File: config.mk
export PLATFORM = sky130hd
export DESIGN_NAME = alu_result_sender
export DESIGN_NICKNAME = d
export VERILOG_FILES = /design/src/rtl/alu_result_sender.sv
export SDC_FILE = /design/constraint.sdc
export NUM_CORES = 1
export LEC_CHECK = 0
export BUFFER_PORTS_ARGS = -buffer_cell sky130_fd_sc_hd__buf_2
export CAP_MARGIN = 10
export CORE_ASPECT_RATIO = 0.6
export CORE_UTILIZATION = 59
export DETAILED_ROUTE_END_ITERATION = 12
export PLACE_DENSITY_LB_ADDON = 0.12
export SLEW_MARGIN = 15
export SYNTH_ARGS = -nofsm -noshare
export SYNTH_HDL_FRONTEND = slang
export SYNTH_SLANG_ARGS = --single-unit
export TNS_END_PERCENT = 10
File: constraint.sdc
create_clock -name CLK -period 6 [get_ports CLK]
set_clock_uncertainty 0.1 [all_clocks]
set_input_delay 0.3 -clock CLK [delete_from_list [all_inputs] [get_ports CLK]]
set_output_delay 0.3 -clock CLK [all_outputs]
set_load 0.01 [all_outputs]
File: src/rtl/alu_result_sender.sv
// rtl/alu_result_sender.sv - serialises 2*WIDTH-bit ALU results into WIDTH-bit words, low word first
// Optional macro ALU_TX_CHECKSUM_EN adds a third XOR checksum word to each frame.
module alu_result_sender #(
  parameter int WIDTH = 8
) (
  input  logic               CLK,
  input  logic               RST,
  input  logic               ALU_OUT_VALID,
  input  logic [2*WIDTH-1:0] ALU_OUT,
  output logic [WIDTH-1:0]   TX_DATA,
  output logic               TX_VALID,
  input  logic               TX_READY,
  output logic               BUSY,
  output logic               OVERRUN,
  output logic [7:0]         DROP_CNT
);

`ifdef ALU_TX_CHECKSUM_EN
  typedef enum logic [1:0] {IDLE, SEND_LO, SEND_HI, SEND_CK} state_t;
`else
  typedef enum logic [1:0] {IDLE, SEND_LO, SEND_HI} state_t;
`endif

  state_t             state, st_n;
  logic [2*WIDTH-1:0] hold, hold_n;
  logic [2*WIDTH-1:0] pend, pend_n;
  logic               pend_vld, pv_n;
  logic [WIDTH-1:0]   data_n;
  logic               valid_n, busy_n, ovr_n;
  logic [7:0]         drop_n;
  logic               xfer, last_x;

  // Next-state and next-output computation; the last-word transfer frees hold
  // for either the pending result or a result arriving on the same edge.
  always_comb begin
    st_n    = state;
    hold_n  = hold;
    pend_n  = pend;
    pv_n    = pend_vld;
    data_n  = TX_DATA;
    valid_n = TX_VALID;
    ovr_n   = 1'b0;
    drop_n  = DROP_CNT;
    last_x  = 1'b0;
    xfer    = TX_VALID && TX_READY;

    case (state)
      IDLE: begin
        if (ALU_OUT_VALID) begin
          hold_n  = ALU_OUT;
          data_n  = ALU_OUT[WIDTH-1:0];
          valid_n = 1'b1;
          st_n    = SEND_LO;
        end
      end
      SEND_LO: begin
        if (xfer) begin
          data_n = hold[2*WIDTH-1:WIDTH];
          st_n   = SEND_HI;
        end
      end
      SEND_HI: begin
        if (xfer) begin
`ifdef ALU_TX_CHECKSUM_EN
          data_n = hold[WIDTH-1:0] ^ hold[2*WIDTH-1:WIDTH];
          st_n   = SEND_CK;
`else
          last_x = 1'b1;
`endif
        end
      end
`ifdef ALU_TX_CHECKSUM_EN
      SEND_CK: begin
        if (xfer) last_x = 1'b1;
      end
`endif
      default: begin
        st_n    = IDLE;
        valid_n = 1'b0;
      end
    endcase

    if (last_x) begin
      if (pend_vld) begin
        hold_n = pend;
        data_n = pend[WIDTH-1:0];
        pv_n   = 1'b0;
        st_n   = SEND_LO;
      end else if (ALU_OUT_VALID) begin
        hold_n = ALU_OUT;
        data_n = ALU_OUT[WIDTH-1:0];
        st_n   = SEND_LO;
      end else begin
        valid_n = 1'b0;
        st_n    = IDLE;
      end
    end

    // Results arriving mid-frame go to the pending slot or are dropped
    if (ALU_OUT_VALID && state != IDLE) begin
      if (pend_vld) begin
        if (last_x) begin
          pend_n = ALU_OUT;
          pv_n   = 1'b1;
        end else begin
          ovr_n = 1'b1;
          if (DROP_CNT != 8'hFF) drop_n = DROP_CNT + 8'd1;
        end
      end else if (!last_x) begin
        pend_n = ALU_OUT;
        pv_n   = 1'b1;
      end
    end

    busy_n = (st_n != IDLE) || pv_n;
  end

  // State and registered outputs
  always_ff @(posedge CLK or negedge RST) begin
    if (!RST) begin
      state    <= IDLE;
      hold     <= '0;
      pend     <= '0;
      pend_vld <= 1'b0;
      TX_DATA  <= '0;
      TX_VALID <= 1'b0;
      BUSY     <= 1'b0;
      OVERRUN  <= 1'b0;
      DROP_CNT <= 8'd0;
    end else begin
      state    <= st_n;
      hold     <= hold_n;
      pend     <= pend_n;
      pend_vld <= pv_n;
      TX_DATA  <= data_n;
      TX_VALID <= valid_n;
      BUSY     <= busy_n;
      OVERRUN  <= ovr_n;
      DROP_CNT <= drop_n;
    end
  end

endmodule

# Word level (Yosys, flattened, before mapping)
# Index checks and enable logic that the tools add are counted.
# W data, S select, Z words.
[word_totals]
ff_bits = 54
in_bits = 20
output_inout_bits = 19
[classes]
n_reduce_logical = 9
mux = 35
n_eq_ne = 5
bitwise_logic = 1
add_sub_neg = 1
[ops]
columns = ["op", "n"]
rows = [
  ["$mux W16", 8],
  ["$mux W8", 5],
  ["$mux W1", 16],
  ["$pmux W8 S2", 1],
  ["$add A8 B1 Y8 const B", 1],
  ["$ne A8 B8 Y1 const B", 1],
  ["$mux W2", 3],
  ["$pmux W2 S3", 1],
  ["$reduce_and A4 Y1", 1],
  ["$reduce_bool A2 Y1", 2],
  ["$reduce_and A3 Y1", 1],
  ["$eq A2 B1 Y1 const B", 1],
  ["$eq A2 B2 Y1 const B", 1],
  ["$logic_and A1 B1 Y1", 2],
  ["$logic_not A2 Y1", 1],
  ["$ne A2 B1 Y1 const B", 1],
  ["$ne A2 B2 Y1 const B", 1],
  ["$pmux W1 S2", 1],
  ["$reduce_or A2 Y1", 1],
  ["$logic_or A1 B1 Y1", 1],
  ["$not A1 Y1", 1],
]

# Depth between registers and ports, before layout
[depth]
word_depth = 8
depth_mapped = 9
ltp_nobuf = 8

# Worst setup path before layout
# Ideal clock, no wire load.
[synth_timing]
kind = "reg2reg"
start = "register state[0]"
end = "register pend[10]"
stages_incl_launch_ff = 10
arrival_ps = 2011
setup_ps = 125
required_time_ps = 5775
setup_slack_ps = 3764
path_cell_list = "dfrtp_1 inv_1 ha_1 nand3_4 inv_4 buf_4 ha_1 nand3b_4 buf_2 mux2_2"
[synth_between]
elab_chain_cells = 4
word_cells_on_any_way = 7
classes_between = "eq/ne (3); mux (1); reduce/logical (3)"
[synth_lines]
columns = ["element", "line_no", "source"]
rows = [
  ["start: declaration", "24", "state_t state, st_n;"],
  ["start signal: assignment", "131", "state <= st_n;"],
  ["$eq A2 B2 Y1", "47", "case (state)"],
  ["$mux W1", "47", ""],
  ["$ne A2 B1 Y1 (no line) / $ne A2 B2 Y1 (equally long branches)", "-", ""],
  ["$reduce_and A3 Y1 (no line) (*)", "-", ""],
  ["end signal: assignment", "133", "pend <= pend_n;"],
  ["end: declaration", "26", "logic [2*WIDTH-1:0] pend, pend_n;"],
]
# Mark *: on every way between the ends. The rest lies on a longest branch, timed or not.
# A chain may end at the register's enable or synchronous reset.

# Worst setup path in the final report
[layout_timing]
start = "register state[0]"
end = "register pend[11]"
# The elaborated chain is that of the path after synthesis.

==> results.py <==
metrics = {
    "power_and_ir_drop": {
        "power_switching_uw": 467,
        "p_comb_frac": 0.392,
        "p_seq_frac": 0.435,
        "power_per_cell_area_nw_per_um2": 491,
        "finalPower_mw": 1.26,
        "ir_worst_vdd_v": 0.000265,
        "switching_share": 0.370,
        "power.internal_uw": 797,
        "power.leakage_nw": 1.22,
        "clock_power_share": 0.172,
    },
    "cells_and_area": {
        "drive_gt1_frac": 0.297,
        "finish.instance_area_um2": 2570,
        "nets": 256,
        "diodes": 0,
        "nFillCells": 224,
        "syn_to_final_growth_pct": 13.8,
    },
    "sta": {
        "fmax_mhz": 427,
        "hold_slack_ps": 51.6,
        "setup_tns_ps": 0,
        "rsz0062_at_grt": "false",
        "final_max_slew_viol_count": 0,
        "relSlewSlack": 0.350,
        "finalSetupViolCount": 0,
        "period_needed_ps": 2340,
        "worstMarginPinSlew_ps": 976,
        "hold_viol": 0,
        "fin_crit_sh": 0.390,
    },
    "worst_setup_path": {
        "slowest_stage": "dfrtp_1",
        "cpPeakStageDelay_ps": 440,
        "cp-end-kind": "flop",
        "crit_required_ps": 6090,
        "r2r_end": "pend[11]",
        "path_cells": "inv_1 -> ha_1 -> nand3_4 -> inv_4 -> ha_1 -> nand3b_4 -> mux2_2",
        "startpoint_type": "flop",
        "crit_top_cell": "ha_1",
        "ff2ff_setup_slack_ps": 3660,
        "worst_r2r_path_depth": 7,
        "cp_data_arrival_time_ps": 2430,
        "r2r-start": "state[0]",
        "cp_max_fo": 16,
        "critPathKind": "reg -> reg",
    },
    "synthesis": {
        "ys_warn_count": 0,
        "synth.avg_cell_area_um2": 11.8,
        "synth_top_area_share": 0.509,
        "synth-edff-count": 0,
        "postSynthRegisterBits": 46,
        "synth_fp_nets": 220,
        "synth_top_cell_by_area": "dfrtp_1",
        "synth_cell_types": 44,
        "ys.flop_type": "dfrtp_1",
        "yosys.cell_count.top_type": "dfrtp_1",
        "synth_common_cells": "46 x dfrtp_1, 15 x mux2_2, 10 x nor2_1, 9 x a21oi_1, 9 x nand2_1",
        "syn_area_um2": 2260,
        "synth.yosys.seq_area_share": 0.509,
        "synth.area.top_cells": "dfrtp_1 51%, mux2_2 7.5%, ha_1 4.4%, a221oi_1 3.1%, a22o_1 3.1%",
        "synth_cells": 192,
        "synth_async_sr_flop_share": 1.00,
    },
    "floorplanning": {
        "die_w_um": 81.9,
        "core_area_um2": 3440,
        "die_h_um": 50.0,
        "die-area_um2": 4090,
        "initial_utilization": 0.657,
        "placementRows": 16,
        "io_pins": 39,
    },
    "clock_network": {
        "postCtsSetupBuffers": 0,
        "root_buffer": "clkbuf_8",
        "post_cts_resized": 0,
        "cts.path.max_buffers": 2,
        "tritoncts": "yes",
        "cts_buffers": 5,
        "htreeDepth": 2,
        "cts_hold_buf": 0,
        "cts.sinks": 46,
        "clk_pin_slew_ps": 80,
        "clk_latency_ps": 300,
    },
    "drt": {
        "dr.pass1.iters": 5,
        "avgRoutedWirePerCell_um": 17.8,
        "via_count": 1765,
        "routed_via_density": 6.44,
        "drc": 0,
        "ant_nets": 0,
        "dr.first_iter.drc_count": 98,
        "wl_um": 4880,
    },
    "grt": {
        "grt_start_max_net_pins": 47,
        "grt_usage": 0.271,
        "overflow": 0,
        "grt_pass1_vias": 1705,
        "grt_antenna_before_repair": 0,
        "grt_pass1_wl_um": 8090,
    },
    "place": {
        "hpwl_um": 3520,
        "numPortBuffers": 38,
        "place_area_um2": 2460,
        "gp_congestion": 1.01,
    },
    "min_path": {
        "hold_class": "in -> async",
    },
    "job": {
        "drv_cap": 0,
    },
    "outcome": {
        "status": "finished, final reports clean",
    },
}
-- power groups by stage --
stage	clock [mW]	sequential [mW]	combinational, mW
floorplan	0	0.549	0.342
global placement	0	0.544	0.467
detailed placement	0	0.552	0.494
CTS	0.221	0.547	0.496
global route	0.232	0.569	0.546
finish	0.218	0.550	0.496
-- logic make-up after synthesis --
group                      synth area share
AOI/OAI and AO/OA                     0.189
and+or+nand+nor                       0.122
DFF                                   0.509
muxes                                0.0797
buffers and inverters                0.0293
adders and majority gates            0.0443
xor gates and xnor gates             0.0271
-- worst max-delay path, delay by kind of cell (launching register included) --
kind,cells,cell delay (ps)
adder cells (fa/ha/maj),2,550
AND/OR/NAND/NOR,2,430
flip-flops,1,440
buffers and inverters,2,330
multiplexers,1,370
-- final cells by class --
cell class                 count  area (µm²)  share of cell area
sequential                    46        1150               0.447
multi-input combinational    132        1040               0.406
timing repair buffer          38         190              0.0739
clock buffer                   8         110              0.0428
tap                           45        56.3              0.0219
inverter                       5        21.3             0.00827
-- metrics by stage --
stage	utilization	setup WS, ps	cells
finish	0.747	3660	274
CTS	0.747	3680	274
floorplan	-	3760	192
global placement	0.715	3810	266
detailed placement	0.715	3690	266
global route	0.747	3500	274
-- cells in the final DEF (no fill, tap or decap), drive strengths merged --
cell	instances
o211ai	1
nand4	3
nand2	9
buf	38
a2111oi	1
nand2b	2
and3b	1
xor2	4
a211oi	2
xnor2	3
o21ai	4
a221o	1
and3	8
o21a	1
nor3	3
a221oi	8
nand3	4
nand3b	1
a22o	8
clkbuf	8
inv	5
nor2b	1
mux2	16
o32ai	8
a21oi	9
and2	1
o22ai	1
or3	1
dfrtp	46
and4b	1
a21o	1
a31oi	1
ha	8
o2bb2ai	7
nor2	12
a21bo	1
-- routing by layer --
metal,track usage,wire (µm)
met3,0.0648,337
met4,0.129,125
met5,0,0
met2,0.398,2220
met1,0.375,2200
-- worst max path at each step --
| stage | depth (start not counted) | to | slack [ps] | startpoint |
|---|---|---|---|---|
| global placement | 7 | pend[4] | 3810 | state[0] |
| finish | 7 | pend[11] | 3660 | state[0] |
| detailed placement | 7 | pend[14] | 3690 | state[0] |
| floorplan | 9 | pend[10] | 3760 | state[0] |
| CTS | 5 | flop | 3680 | state[0] |
| global route | 5 | flop | 3500 | state[0] |
Note: power is estimated with default switching activity, not from simulation.
